File: src/rtl/load_store_unit_if.sv
// Request, data-RAM, writeback and fault bundle of the load/store unit.
// The slave side is the LSU; the master side is execute/memory/writeback.
interface load_store_unit_if #(
  parameter int ADDR_W = 17
);
  logic              req_valid;
  logic              req_ready;
  logic [5:0]        alucode;
  logic [31:0]       addr;
  logic [31:0]       store_data;
  logic [4:0]        rd;
  logic              dmem_en;
  logic [3:0]        dmem_we;
  logic [ADDR_W-3:0] dmem_addr;
  logic [31:0]       dmem_wdata;
  logic [31:0]       dmem_rdata;
  logic              wb_valid;
  logic              wb_ready;
  logic [31:0]       wb_data;
  logic [4:0]        wb_rd;
  logic              fault_valid;
  logic              fault_store;
  logic [31:0]       fault_addr;

  modport master (
    output req_valid, alucode, addr, store_data, rd,
    output dmem_rdata, wb_ready,
    input  req_ready, dmem_en, dmem_we, dmem_addr, dmem_wdata,
    input  wb_valid, wb_data, wb_rd,
    input  fault_valid, fault_store, fault_addr
  );

  modport slave (
    input  req_valid, alucode, addr, store_data, rd,
    input  dmem_rdata, wb_ready,
    output req_ready, dmem_en, dmem_we, dmem_addr, dmem_wdata,
    output wb_valid, wb_data, wb_rd,
    output fault_valid, fault_store, fault_addr
  );
endinterface

File: src/rtl/load_store_unit.sv
// RV32I load/store unit: alignment/range check, byte-lane RAM access,
// and a registered, sign/zero-extended load writeback response.
module load_store_unit #(
  parameter int ADDR_W = 17
) (
  input  logic clk,
  input  logic rst_n,
  load_store_unit_if.slave bus
);
  localparam logic [5:0] ALU_LB  = 6'd16;
  localparam logic [5:0] ALU_LH  = 6'd17;
  localparam logic [5:0] ALU_LW  = 6'd18;
  localparam logic [5:0] ALU_LBU = 6'd19;
  localparam logic [5:0] ALU_LHU = 6'd20;
  localparam logic [5:0] ALU_SB  = 6'd21;
  localparam logic [5:0] ALU_SH  = 6'd22;
  localparam logic [5:0] ALU_SW  = 6'd23;

  typedef enum logic [1:0] {
    IDLE,
    LOAD_WAIT,
    RESP
  } state_t;

  state_t      state;
  logic [5:0]  op_q;
  logic [1:0]  off_q;
  logic [4:0]  rd_q;
  logic        wb_valid_q;
  logic [31:0] wb_data_q;
  logic [4:0]  wb_rd_q;
  logic        fault_valid_q;
  logic        fault_store_q;
  logic [31:0] fault_addr_q;

  logic is_b, is_h, is_w, is_ld, is_st;
  logic misal, oor, bad, acc, go_ld, go_st;
  logic [3:0]  be;
  logic [31:0] wdata;
  logic [31:0] sh;
  logic [31:0] ext;

  always_comb begin
    is_b  = 1'b0;
    is_h  = 1'b0;
    is_w  = 1'b0;
    is_ld = 1'b0;
    is_st = 1'b0;
    case (bus.alucode)
      ALU_LB:  begin is_ld = 1'b1; is_b = 1'b1; end
      ALU_LBU: begin is_ld = 1'b1; is_b = 1'b1; end
      ALU_LH:  begin is_ld = 1'b1; is_h = 1'b1; end
      ALU_LHU: begin is_ld = 1'b1; is_h = 1'b1; end
      ALU_LW:  begin is_ld = 1'b1; is_w = 1'b1; end
      ALU_SB:  begin is_st = 1'b1; is_b = 1'b1; end
      ALU_SH:  begin is_st = 1'b1; is_h = 1'b1; end
      ALU_SW:  begin is_st = 1'b1; is_w = 1'b1; end
      default: ;
    endcase
  end

  assign misal = (is_h && bus.addr[0])
              || (is_w && (bus.addr[1:0] != 2'b00));
  assign oor   = |bus.addr[31:ADDR_W];
  assign bad   = (is_ld || is_st) && (misal || oor);

  assign bus.req_ready = rst_n
    && (state == IDLE || (state == RESP && bus.wb_ready));
  assign acc   = bus.req_valid && bus.req_ready;
  assign go_ld = acc && is_ld && !bad;
  assign go_st = acc && is_st && !bad;

  always_comb begin
    be    = 4'b0000;
    wdata = 32'h0;
    if (go_st) begin
      unique case (1'b1)
        is_b: begin
          be    = 4'b0001 << bus.addr[1:0];
          wdata = {4{bus.store_data[7:0]}};
        end
        is_h: begin
          be    = 4'b0011 << bus.addr[1:0];
          wdata = {2{bus.store_data[15:0]}};
        end
        default: begin
          be    = 4'b1111;
          wdata = bus.store_data;
        end
      endcase
    end
  end

  assign bus.dmem_en    = go_ld || go_st;
  assign bus.dmem_we    = be;
  assign bus.dmem_wdata = wdata;
  assign bus.dmem_addr  = bus.dmem_en ? bus.addr[ADDR_W-1:2] : '0;

  // Move the addressed lane down to bit 0, then extend per opcode.
  assign sh = bus.dmem_rdata >> {off_q, 3'b000};

  always_comb begin
    case (op_q)
      ALU_LB:  ext = {{24{sh[7]}}, sh[7:0]};
      ALU_LH:  ext = {{16{sh[15]}}, sh[15:0]};
      ALU_LBU: ext = {24'h0, sh[7:0]};
      ALU_LHU: ext = {16'h0, sh[15:0]};
      default: ext = sh;
    endcase
  end

  always_ff @(posedge clk or negedge rst_n) begin
    if (!rst_n) begin
      state         <= IDLE;
      op_q          <= '0;
      off_q         <= '0;
      rd_q          <= '0;
      wb_valid_q    <= 1'b0;
      wb_data_q     <= '0;
      wb_rd_q       <= '0;
      fault_valid_q <= 1'b0;
      fault_store_q <= 1'b0;
      fault_addr_q  <= '0;
    end else begin
      fault_valid_q <= acc && bad;
      if (acc && bad) begin
        fault_store_q <= is_st;
        fault_addr_q  <= bus.addr;
      end
      if (go_ld) begin
        op_q  <= bus.alucode;
        off_q <= bus.addr[1:0];
        rd_q  <= bus.rd;
      end
      unique case (state)
        IDLE: begin
          if (go_ld) state <= LOAD_WAIT;
        end
        LOAD_WAIT: begin
          wb_data_q  <= ext;
          wb_rd_q    <= rd_q;
          wb_valid_q <= 1'b1;
          state      <= RESP;
        end
        RESP: begin
          if (bus.wb_ready) begin
            wb_valid_q <= 1'b0;
            state      <= go_ld ? LOAD_WAIT : IDLE;
          end
        end
        default: state <= IDLE;
      endcase
    end
  end

  assign bus.wb_valid    = wb_valid_q;
  assign bus.wb_data     = wb_data_q;
  assign bus.wb_rd       = wb_rd_q;
  assign bus.fault_valid = fault_valid_q;
  assign bus.fault_store = fault_store_q;
  assign bus.fault_addr  = fault_addr_q;
endmodule

File: src/flat_wrapper.sv
// flat-port wrapper written by rule: the top's interface ports become plain ports
module load_store_unit_flat 
#(
  parameter int ADDR_W = 17
)
  (clk, rst_n, bus_req_valid, bus_alucode, bus_addr, bus_store_data, bus_rd, bus_dmem_rdata, bus_wb_ready, bus_req_ready, bus_dmem_en, bus_dmem_we, bus_dmem_addr, bus_dmem_wdata, bus_wb_valid, bus_wb_data, bus_wb_rd, bus_fault_valid, bus_fault_store, bus_fault_addr);
  load_store_unit_if #(.ADDR_W(ADDR_W)) bus_i ();
  input  logic clk;
  input  logic rst_n;
  input wire logic [$bits(bus_i.req_valid)-1:0] bus_req_valid;
  input wire logic [$bits(bus_i.alucode)-1:0] bus_alucode;
  input wire logic [$bits(bus_i.addr)-1:0] bus_addr;
  input wire logic [$bits(bus_i.store_data)-1:0] bus_store_data;
  input wire logic [$bits(bus_i.rd)-1:0] bus_rd;
  input wire logic [$bits(bus_i.dmem_rdata)-1:0] bus_dmem_rdata;
  input wire logic [$bits(bus_i.wb_ready)-1:0] bus_wb_ready;
  output wire logic [$bits(bus_i.req_ready)-1:0] bus_req_ready;
  output wire logic [$bits(bus_i.dmem_en)-1:0] bus_dmem_en;
  output wire logic [$bits(bus_i.dmem_we)-1:0] bus_dmem_we;
  output wire logic [$bits(bus_i.dmem_addr)-1:0] bus_dmem_addr;
  output wire logic [$bits(bus_i.dmem_wdata)-1:0] bus_dmem_wdata;
  output wire logic [$bits(bus_i.wb_valid)-1:0] bus_wb_valid;
  output wire logic [$bits(bus_i.wb_data)-1:0] bus_wb_data;
  output wire logic [$bits(bus_i.wb_rd)-1:0] bus_wb_rd;
  output wire logic [$bits(bus_i.fault_valid)-1:0] bus_fault_valid;
  output wire logic [$bits(bus_i.fault_store)-1:0] bus_fault_store;
  output wire logic [$bits(bus_i.fault_addr)-1:0] bus_fault_addr;
  assign bus_i.req_valid = bus_req_valid;
  assign bus_i.alucode = bus_alucode;
  assign bus_i.addr = bus_addr;
  assign bus_i.store_data = bus_store_data;
  assign bus_i.rd = bus_rd;
  assign bus_i.dmem_rdata = bus_dmem_rdata;
  assign bus_i.wb_ready = bus_wb_ready;
  assign bus_req_ready = bus_i.req_ready;
  assign bus_dmem_en = bus_i.dmem_en;
  assign bus_dmem_we = bus_i.dmem_we;
  assign bus_dmem_addr = bus_i.dmem_addr;
  assign bus_dmem_wdata = bus_i.dmem_wdata;
  assign bus_wb_valid = bus_i.wb_valid;
  assign bus_wb_data = bus_i.wb_data;
  assign bus_wb_rd = bus_i.wb_rd;
  assign bus_fault_valid = bus_i.fault_valid;
  assign bus_fault_store = bus_i.fault_store;
  assign bus_fault_addr = bus_i.fault_addr;
  load_store_unit #(.ADDR_W(ADDR_W)) u_core (.clk(clk), .rst_n(rst_n), .bus(bus_i));
endmodule
File: config.mk
export PLATFORM = sky130hd
export DESIGN_NAME = load_store_unit_flat
export DESIGN_NICKNAME = d
export VERILOG_FILES = /design/src/rtl/load_store_unit_if.sv /design/src/rtl/load_store_unit.sv /design/src/flat_wrapper.sv
export SDC_FILE = /design/constraint.sdc
export NUM_CORES = 1
export LEC_CHECK = 0
export BUFFER_PORTS_ARGS = -buffer_cell sky130_fd_sc_hd__buf_2
export CORE_MARGIN = 2
export CORE_UTILIZATION = 38
export CTS_CLUSTER_DIAMETER = 40
export DETAILED_ROUTE_END_ITERATION = 8
export PLACE_DENSITY = 0.7
export SLEW_MARGIN = 20
export SYNTH_ARGS = -nofsm -noshare
export SYNTH_HDL_FRONTEND = slang
export SYNTH_SLANG_ARGS = --single-unit
File: constraint.sdc
create_clock -name clk -period 2 [get_ports clk]
set_input_delay 0.3 -clock clk [delete_from_list [all_inputs] [get_ports clk]]
set_output_delay 0.3 -clock clk [all_outputs]
set_load 0.02 [all_outputs]
Yosys cells after proc, flatten, opt, wreduce, memory -nomap -nowiden:

Index checks and enable logic that the tools add are counted.

* register bits: 87

* equality and inequality tests: 16
* shift-type cells: 3
* multiplexer cells: 17
* reductions and logical operators: 28

Operator list (number)
* case mux 32 bit (4 select lines): 1
* equality test 6 x 5 -> 1 bit (second input constant): 12
* case mux 32 bit (2 select lines): 1
* two-way mux 32 bit: 1
* right shift 32 x 5 -> 32 bit: 1
* two-way mux 15 bit: 1
* OR reduction 15 bit: 1
* logical AND 1 bit: 11
* OR reduction 3 bit: 3
* case mux 4 bit (2 select lines): 1
* two-way mux 1 bit: 7
* case mux 2 bit (3 select lines): 1
* logical OR 1 bit: 5
* OR reduction 5 bit: 1
* two-way mux 2 bit: 2
* two-way mux 4 bit: 1
* AND reduction 2 bit: 2
* nonzero test 2 bit: 2
* << shifter 1 x 2 -> 4 bit (first input constant): 1
* << shifter 2 x 2 -> 4 bit (first input constant): 1
* equality test 2 x 1 -> 1 bit (second input constant): 1
* equality test 2 bit (second input constant): 1
* zero test 2 bit: 1
* inequality test 2 x 1 -> 1 bit (second input constant): 1
* 4 further kinds: 4

Longest topological paths before layout:

Gate-level depths: netlist of the first run.

* depth after elaboration: 12
* gate-level depth with buffers: 7
* gate-level depth less buffers: 4

Least setup slack after synthesis of the first run:

No wires, ideal clock.

* path type: reg2out
* start point: reg u_core.state[1]
* end point: out bus_dmem_wdata[14]
* arrival time: 2.004 ns
* setup slack: -0.304 ns
* stages on the path, launching flop included: 7
* path buffers: 2
* path through: dfrtp_1 nor2b_4 buf_4 nor3_4 nand2_2 buf_6 nor4_1

* longest elaborated chain between the ends: 8
* elaborated cells between the ends (all ways): 9
* those cells by class: eq/ne: 1; mux: 1; reduce/logical: 7

Ends and longest elaborated chain
* start: declaration: RTL line load_store_unit.sv:25 `state_t state;`
* start signal: assignment: RTL line load_store_unit.sv:148 `state <= go_ld ? LOAD_WAIT : IDLE;`
* equality test 2 bit: RTL line load_store_unit.sv:68 `&& (state == IDLE || (state == RESP && bus.wb_ready));`
* logical AND 1 bit: RTL line load_store_unit.sv:68
* logical OR 1 bit *: RTL line load_store_unit.sv:68
* logical AND 1 bit *: RTL line load_store_unit.sv:68
* logical AND 1 bit *: RTL line load_store_unit.sv:69 `assign acc = bus.req_valid && bus.req_ready;`
* logical AND 1 bit * (2 in a row): RTL line load_store_unit.sv:71 `assign go_st = acc && is_st && !bad;`
* two-way mux 32 bit *: RTL line load_store_unit.sv:76 `if (go_st) begin`
* end: declaration: RTL line flat_wrapper.sv:21 `output wire logic [$bits(bus_i.dmem_wdata)-1:0] bus_dmem_wdata;`

Every way passes the cells marked *; elsewhere a longest branch is shown, timed or not.

Worst setup path after layout of the first run:

* start point: reg u_core.state[1]
* end point: out bus_dmem_wdata[29]

The elaborated chain is that of the path after synthesis.

==> results of run 1 <==
sequential cells by signal, indices dropped and copies added (netlist names):
signal / count
u_core.off_q: 2
u_core.bus.fault_store: 1
u_core.bus.wb_valid: 1
u_core.state: 2
u_core.rd_q: 5
u_core.bus.wb_data: 32
u_core.bus.fault_valid: 1
u_core.op_q: 6
u_core.bus.wb_rd: 5
u_core.bus.fault_addr: 32
final timing paths:
| path | slack (ps) | startpoint | to | cells past startpoint |
|---|---|---|---|---|
| min reg2reg | 470 | u_core.rd_q[4]$_DFFE_PN0P_ | u_core.bus.wb_rd[4]$_DFFE_PN0P_ | 2 |
| min in group clk | 160 | bus_addr[26] | u_core.bus.fault_addr[26]$_DFFE_PN0P_ | 3 |
| max reg2reg | 70 | u_core.state[0]$_DFFE_PN0P_ | u_core.bus.fault_addr[3]$_DFFE_PN0P_ | 7 |
| max in group asynchronous | 880 | rst_n | u_core.bus.fault_store$_DFFE_PN0P_ | 3 |
| max | -150 | u_core.state[1]$_DFFE_PN0P_ | bus_dmem_wdata[29] | 7 |
| min | 50 | rst_n | u_core.bus.fault_addr[31]$_DFFE_PN0P_ | 2 |
cell type report:
class | instances | area (um2) | share of cell area [%]
clock buffer | 9 | 225.2 | 2.571
clock inverter | 7 | 142.6 | 1.629
inverter | 18 | 67.56 | 0.7714
multi-input combinational | 488 | 3682 | 42.04
sequential | 87 | 2177 | 24.86
tap | 184 | 230.2 | 2.629
timing repair buffer | 323 | 2233 | 25.50
power by group through the flow:
stage	clock network (uW)	logic (uW)	registers, uW
after global placement	0	1070	2070
after detailed placement	0	1080	2070
after floorplan	0	392	2250
after CTS	2120	1120	2040
after global routing	2180	1230	2070
final	2080	1140	2050
metrics by stage:
| step | cells | worst slack [ps] | power (uW) | util [%] | setup TNS (ps) |
|---|---|---|---|---|---|
| detailed placement | 1088 | -218.6 | 3150 | 52.85 | -8446 |
| global route | 1116 | -228.5 | 5475 | 59.81 | -7877 |
| finish | 1116 | -153.0 | 5262 | 59.81 | -3565 |
| floorplan | 654 | -201.5 | 2645 | - | -1207 |
| global placement | 1088 | -206.5 | 3135 | 52.85 | -8110 |
| CTS | 1112 | -137.1 | 5280 | 58.23 | -3908 |
layer usage:
metal	part of all wire, %	GRT usage [%]
met5	0	0
met2	46	37.57
met4	3.3	8.080
met3	8.6	5.402
met1	42	32.83
critical path, cell delays in order, from the launching register on:
cell     delay [ps]
dfrtp_1         380
nor2b_4         150
nor3_4          220
buf_6           170
nand2_8          90
buf_6           170
nor4_4          150
buf_4           180
kinds of logic (layout without fill, tap and decap cells):
group	Yosys count	after routing	synth area share, %
buf+inv	80	357	6.987
compound gates	120	120	13.95
xor+xnor	1	1	0.1524
simple gates	313	314	30.78
flops	87	87	37.88
mux	53	53	10.25
cell usage in the layout (no fill, tap or decap), drive strengths merged, types with 2 or more instances in the layout:
cell type / count
a22oi: 32
nand2: 63
inv: 19
nand3: 35
nor3: 51
dfrtp: 87
a21oi: 20
and4: 9
o211ai: 2
or3b: 2
mux2: 26
bufinv: 4
nand2b: 6
clkbuf: 9
o21ai: 49
clkinv: 2
a31oi: 3
nand4: 35
nor4b: 2
nor3b: 3
nor4: 35
o221a: 8
nor2: 46
buf: 323
mux2i: 27
nor2b: 13
and2: 9
what timing repair did:
item | 4_1_cts | 5_1_grt
endpoints found under the hold margin | 0 | 0
pin swaps | 17 | 15
buffers inserted | 5 | 3
cloned | 3 | 1
setup endpoints to repair | 52 | 52
resized for setup | 90 | 45
==> summary.txt, run 1 <==
Fin Clk Skew -> 5.509 ps
Lkg Pwr -> 0.004114 uW
unrepaired setup endpoints after global routing -> yes
flops & latches, synth -> 87
Main synth FF type -> dfrtp_1
most frequent cell after synthesis -> dfrtp_1
leading area contributor after synthesis -> dfrtp_1
count of final hold-check violations -> 0
DR vias/cell -> 5.627
Max Clock Freq -> 464.5 MHz
status -> finished, violations left
fillers -> 1260
largest net degree at the start of global routing -> 51
Logic pwr share -> 21.6%
register area share after synthesis -> 37.88%
Mapped Area -> 5748 um2
Max VDD drop -> 0.4562 mV
placed cell areas -> 7740 um2
top cells by area, synth -> dfrtp_1 38%, mux2i_1 4.7%, nor3_1 4.3%, o21ai_0 4.3%, a22oi_1 4.2%
WL per Instance -> 17.78 um
Critical Path RT -> 1700 ps
row count -> 44
CTS sink count -> 87
Post-synth EDFFs -> 0
CTS H-tree lvls -> 3
worst skew pair latency -> 340 ps
cts bufs inserted -> 9
cell-internal power -> 3735 uW
area fraction of the dominant cell type after synthesis -> 37.88%
Synth top cells by count -> 87 x dfrtp_1, 61 x nand2_1, 49 x nor3_1, 49 x o21ai_0, 46 x nor2_1
Crit Path Category -> reg -> out
final WL -> 19840 um
number of max-cap violations -> 0
Total GRT Usage -> 23.94%
synth unique cells -> 53
Critical Path Fanout Max -> 7
clk slew on worst S/H paths -> 60 ps
# setup viols final -> 51
CTS Root Cell -> clkbuf_16
relative slew slack -> 29.87%
Via Count -> 6280
Initial Util -> 39.25%
async set-or-reset flop fraction in the synthesized netlist -> 100.0%
pwr/cell area -> 600.7 nW/um2
Die W -> 127.0 um
CP Launch Type -> register
die height -> 127.0 um
register share of total power -> 38.9%
Yosys warnings -> 0
syn nets -> 765
die area -> 16130 um2
num ports -> 236
n_diodes -> 0
hold slack -> 52.79 ps
hpwl dp -> 13940 um
CTS tree -> done
vias in the first global route -> 5975
Data arrival, critical path -> 1850 ps
Nets -> 1038
Worst Hold Class -> in -> async
DR pass1 iterations -> 5
Routability Congestion -> 0.8490
final worst-path cycle share -> 107.7%
antenna-violating nets left -> 0
switching pwr -> 1526 uW
hold buffer count at cts -> 0
grt ovf -> 0
drt initial violations -> 471
Tmin final -> 2153 ps
clk buf depth -> 2
first-pass GRT wire length -> 31370 um
Avg Synthesized Cell Area -> 8.789 um2
layout cell share with drive strength beyond 1 -> 47.64%
Critical Path Sink Type -> primary output
Net Sw Frac -> 29.01%
Clock power frac -> 39.5%
initial antenna violation count -> 0
failing checks -> setup timing
core footprint -> 14640 um2
Layout area overhead -> 52.37%
Port Buf Inserts -> 235
Tightest Pin Transition -> 1050 ps
Synth Instances -> 654
Final Slew Violations -> 0
residual DRC count -> 0
Design Area, Final -> 8758 um2
worst setup margin -> -153.0 ps
(Power assumes the default switching activity.)
==> inputs of run 2 (changes only) <==
Settings changed: CORE_UTILIZATION 38 to 49, PLACE_DENSITY 0.7 to 0.85.
==> summary.txt, run 2 (synthesis gave the netlist of run 1 again) <==
initial antenna violation count -> 0
first-pass GRT wire length -> 34930 um
register share of total power -> 40.7%
hpwl dp -> 13700 um
Clock power frac -> 35.2%
Critical Path Fanout Max -> 12
row count -> 39
Total GRT Usage -> 34.33%
Nets -> 1044
count of final hold-check violations -> 0
Worst Reg-to-Reg Cells -> 8
final worst-path cycle share -> 118.6%
CTS Root Cell -> clkbuf_16
pwr/cell area -> 576.3 nW/um2
worst setup margin -> -372.6 ps
die height -> 112.3 um
Initial Util -> 50.34%
global routing usage on met3 -> 7.397%
area of the multi-input gates -> 3697 um2
Critical Path RT -> 1700 ps
CTS sink count -> 87
most frequent cells in the layout -> 179 x buf_2, 100 x buf_4, 87 x dfrtp_1
unrepaired setup endpoints after global routing -> yes
Max Clock Freq -> 421.5 MHz
grt ovf -> 0
storage element area -> 2177 um2
DR pass1 iterations -> 6
Port Buf Inserts -> 235
placed insts -> 1047
vias in the first global route -> 6741
cell-internal power -> 3411 uW
Data arrival, critical path -> 2070 ps
Worst Path Buf+Inv -> 3
CP cell instances -> nand2b_4 > nor3_4 > buf_4 > nand4_1 > buf_6 > nor3_2 > buf_4
slowest stage delay, CP -> 380 ps
relative slew slack -> 34.12%
worst r2r src -> u_core.state[0]$_DFFE_PN0P_
Max VDD drop -> 0.4414 mV
number of max-cap violations -> 0
antenna-violating nets left -> 0
Post-Layout Cell Count -> 1082
cts bufs inserted -> 9
# setup viols final -> 57
Tightest Pin Transition -> 986.2 ps
Via Count -> 7191
CTS tree -> done
die area -> 12610 um2
clk buf depth -> 2
WL per Instance -> 22.93 um
R2R Setup Slk -> -30 ps
Layout area overhead -> 53.42%
most common cell after layout, fill and taps aside -> buf_2
DR vias/cell -> 6.646
Lkg Pwr -> 0.004157 uW
met2 Resource Use GR -> 57.91%
hold buffer count at cts -> 0
fillers -> 655
num ports -> 236
busiest layer in global routing -> met2
failing checks -> setup timing
drt initial violations -> 1086
Fin Clk Skew -> 14.38 ps
Die W -> 112.3 um
layout cell share with drive strength beyond 1 -> 48.51%
CTS H-tree lvls -> 3
Logic pwr share -> 24.1%
hold slack -> 54.82 ps
clk slew on worst S/H paths -> 70 ps
switching pwr -> 1671 uW
Top Family by Delay on Critical Path -> simple AND/OR/NAND/NOR gates
CP dominant cell by count -> buf_4
Net Sw Frac -> 32.88%
worst skew pair latency -> 340 ps
Placement Setup Slack -> -275.5 ps
Routability Congestion -> 0.8929
Tmin final -> 2373 ps
Critical Path Sink Type -> primary output
residual DRC count -> 0
met1 Use GR -> 41.49%
final WL -> 24810 um
Slowest-stage cell, CP -> dfrtp_1
status -> finished, violations left
largest net degree at the start of global routing -> 50
R2R Path End -> u_core.bus.fault_addr[9]$_DFFE_PN0P_
Final Slew Violations -> 0
Crit Path Category -> reg -> out
Worst Hold Class -> in -> async
CP Launch Type -> register
core footprint -> 11420 um2
[run 2: changes by cell type in the layout (fill, tap and decap cells not counted), moves of 3 or more]
cell,delta
buf_6,+4
a22oi_1,-6
a22oi_2,+6
nor4_4,+5
nor3_1,+3
nor3_4,-3
buf_4,-3
nor4_2,-5
bufinv_16,-3
[run 2: power groups by stage]
stage / sequential (uW) / clock (uW) / combinational (uW)
3_5_place_dp: 2070 / 0 / 1090
4_1_cts: 2040 / 1790 / 1120
6_report: 2070 / 1790 / 1220
2_1_floorplan: 2250 / 0 / 392
5_1_grt: 2080 / 1880 / 1280
3_3_place_gp: 2060 / 0 / 1060
[run 2: layer usage]
| layer | share of wire (%) | up-vias |
|---|---|---|
| met5 | 0 | - |
| met4 | 8.1 | 0 |
| met3 | 11 | 206 |
| met2 | 47 | 681 |
| met1 | 33 | 3337 |
| li1 | - | 2967 |
[run 2: worst max-delay path by stage]
| stage | startpoint | to | slack, ps | depth (start not counted) |
|---|---|---|---|---|
| after floorplan | u_core.state[1]$_DFFE_PN0P_ | bus_dmem_wdata[31] | -200 | 5 |
| after global placement | bus_addr[18] | bus_dmem_wdata[9] | -210 | 7 |
| after detailed placement | bus_addr[18] | bus_dmem_wdata[9] | -280 | 7 |
| after CTS | u_core.state[1]$_DFFE_PN0P_ | bus_dmem_wdata[15] | -190 | 7 |
| after global routing | u_core.state[0]$_DFFE_PN0P_ | bus_dmem_wdata[19] | -410 | 7 |
| final | u_core.state[0]$_DFFE_PN0P_ | bus_dmem_wdata[23] | -370 | 7 |
[run 2: cell type report]
type / instances / area share [%]
antenna: 1 / 0.02838
multi-input combinational: 487 / 41.93
clock inverter: 6 / 0.8797
sequential: 87 / 24.69
tap: 143 / 2.029
timing repair buffer: 330 / 26.97
clock buffer: 10 / 2.710
inverter: 18 / 0.7662
[run 2: per-stage QoR]
step	total power [uW]	util, %	area, um2	setup TNS, ps
after detailed placement	3154	67.44	7701	-11130
final	5082	77.23	8818	-12050
after floorplan	2645	-	5998	-1207
after global routing	5240	77.21	8816	-14200
after global placement	3123	67.44	7701	-8406
after CTS	4957	74.83	8544	-5967
[run 2: repair_timing]
item,4_1_cts,5_1_grt
setup buffers,8,9
endpoints found under the setup margin,52,59
resized for setup,101,51
pin swaps,29,21
gates cloned,4,1
==> inputs of run 3 (changes only) <==
--- a/config.mk
+++ b/config.mk
@@ -13,2 +13,3 @@
 export PLACE_DENSITY = 0.85
+export SKIP_LAST_GASP = 1
 export SLEW_MARGIN = 20
--- a/constraint.sdc
+++ b/constraint.sdc
@@ -3,2 +3,2 @@
 set_output_delay 0.3 -clock clk [all_outputs]
-set_load 0.02 [all_outputs]
+set_load 0.01 [all_outputs]
==> summary.txt, run 3 (synthesis gave the netlist of run 1 again) <==
# setup viols final -> 52
count of final hold-check violations -> 0
drt initial violations -> 549
Crit Path Category -> reg -> out
Tightest Pin Transition -> 811.1 ps
relative slew slack -> 45.92%
core footprint -> 11420 um2
Fin Clk Skew -> 10.25 ps
Final Slew Violations -> 0
setup TNS -> -6241 ps
Worst Hold Class -> in -> async
num ports -> 236
WL per Instance -> 20.07 um
Total GRT Usage -> 30.63%
Critical Path Fanout Max -> 6
status -> finished, violations left
grt ovf -> 0
first-pass GRT wire length -> 31260 um
CTS tree -> done
most frequent cells in the layout -> 224 x buf_2, 87 x dfrtp_1, 67 x buf_4
Port Buf Inserts -> 235
CTS Root Cell -> clkbuf_16
row count -> 39
Placement Setup Slack -> -218.9 ps
CTS sink count -> 87
DR pass1 iterations -> 5
Initial Util -> 50.34%
Lkg Pwr -> 0.003901 uW
worst skew pair latency -> 340 ps
met2 Resource Use GR -> 52.13%
Via Count -> 6598
clk slew on worst S/H paths -> 60 ps
busiest layer in global routing -> met2
met1 Use GR -> 38.45%
Data arrival, critical path -> 1900 ps
worst setup margin -> -204.7 ps
Die W -> 112.3 um
hpwl dp -> 13900 um
Critical Path Sink Type -> primary output
DR vias/cell -> 6.172
most common cell after layout, fill and taps aside -> buf_2
unrepaired setup endpoints after global routing -> yes
Layout area overhead -> 44.71%
failing checks -> setup timing
Tmin final -> 2205 ps
cts bufs inserted -> 9
die area -> 12610 um2
die height -> 112.3 um
final worst-path cycle share -> 110.2%
CTS H-tree lvls -> 3
residual DRC count -> 0
initial antenna violation count -> 1
final WL -> 21460 um
largest net degree at the start of global routing -> 63
Critical Path RT -> 1700 ps
Nets -> 1030
CP Launch Type -> register
Routability Congestion -> 0.9334
pwr/cell area -> 587.2 nW/um2
Max Clock Freq -> 453.6 MHz
layout cell share with drive strength beyond 1 -> 46.21%
vias in the first global route -> 6118
global routing usage on met3 -> 4.698%
antenna-violating nets left -> 0
clk buf depth -> 2
Max VDD drop -> 0.4487 mV
number of max-cap violations -> 0
## run 3: critical path: stages, from the launching register on
cell	delay, ps
dfrtp_1	370
nor2b_4	140
nor3_4	190
buf_12	140
nand4_1	170
buf_6	230
a31oi_4	190
buf_6	130
## run 3: timing repair
| action | in CTS | in global routing |
|---|---|---|
| hold buffers | 0 | 0 |
| pin swaps | 12 | 17 |
| setup endpoints to repair | 52 | 52 |
| gates cloned | 3 | 1 |
| buffers inserted | 5 | 9 |
| resized for setup | 34 | 58 |
## run 3: cell type report
class	count	area, um2
fillers	833	3100
well taps	143	178.9
repair buffers	313	1954
clock buffers	11	232.7
clock inverters	5	81.33
diodes	2	5.005
multi-input cells	490	3621
inverters	18	67.56
flip-flops and latches	87	2177
## run 3: metal layers
| layer | share of wire [%] | routed length (um) |
|---|---|---|
| met1 | 38 | 8148 |
| met2 | 49 | 10490 |
| met3 | 8.2 | 1751 |
| met4 | 5.0 | 1068 |
| met5 | 0 | 0 |
## run 3: metrics by stage
step	instances	cell area [um2]	util [%]	hold slack (ps)	power (uW)
2_1_floorplan	654	5748	-	4.409	2506
3_3_place_gp	1035	7335	64.23	354.9	2982
3_5_place_dp	1035	7335	64.23	354.0	3009
4_1_cts	1058	7891	69.11	13.69	4819
5_1_grt	1068	8315	72.82	28.00	5075
6_report	1069	8318	72.85	2.560	4885
## run 3: report_power, final
part	switching (uW)	total, uW	internal (uW)	leakage [uW]
Clock	696	1790	1100	0.000150
Combinational	587	1040	457	0.00266
Sequential	128	2050	1920	0.00109
## run 3: final timing paths
path	startpoint	end	slack, ps	cells after the start
max	u_core.state[1]$_DFFE_PN0P_	bus_dmem_we[3]	-200	7
min	rst_n	u_core.bus.wb_data[0]$_DFFE_PN0P_	3	2
min in group clk	bus_addr[18]	u_core.bus.fault_addr[18]$_DFFE_PN0P_	190	3
min reg2reg	u_core.rd_q[1]$_DFFE_PN0P_	u_core.bus.wb_rd[1]$_DFFE_PN0P_	470	2
max in group asynchronous	rst_n	u_core.bus.fault_addr[22]$_DFFE_PN0P_	880	3
max reg2reg	u_core.state[1]$_DFFE_PN0P_	u_core.bus.wb_data[31]$_DFFE_PN0P_	160	7
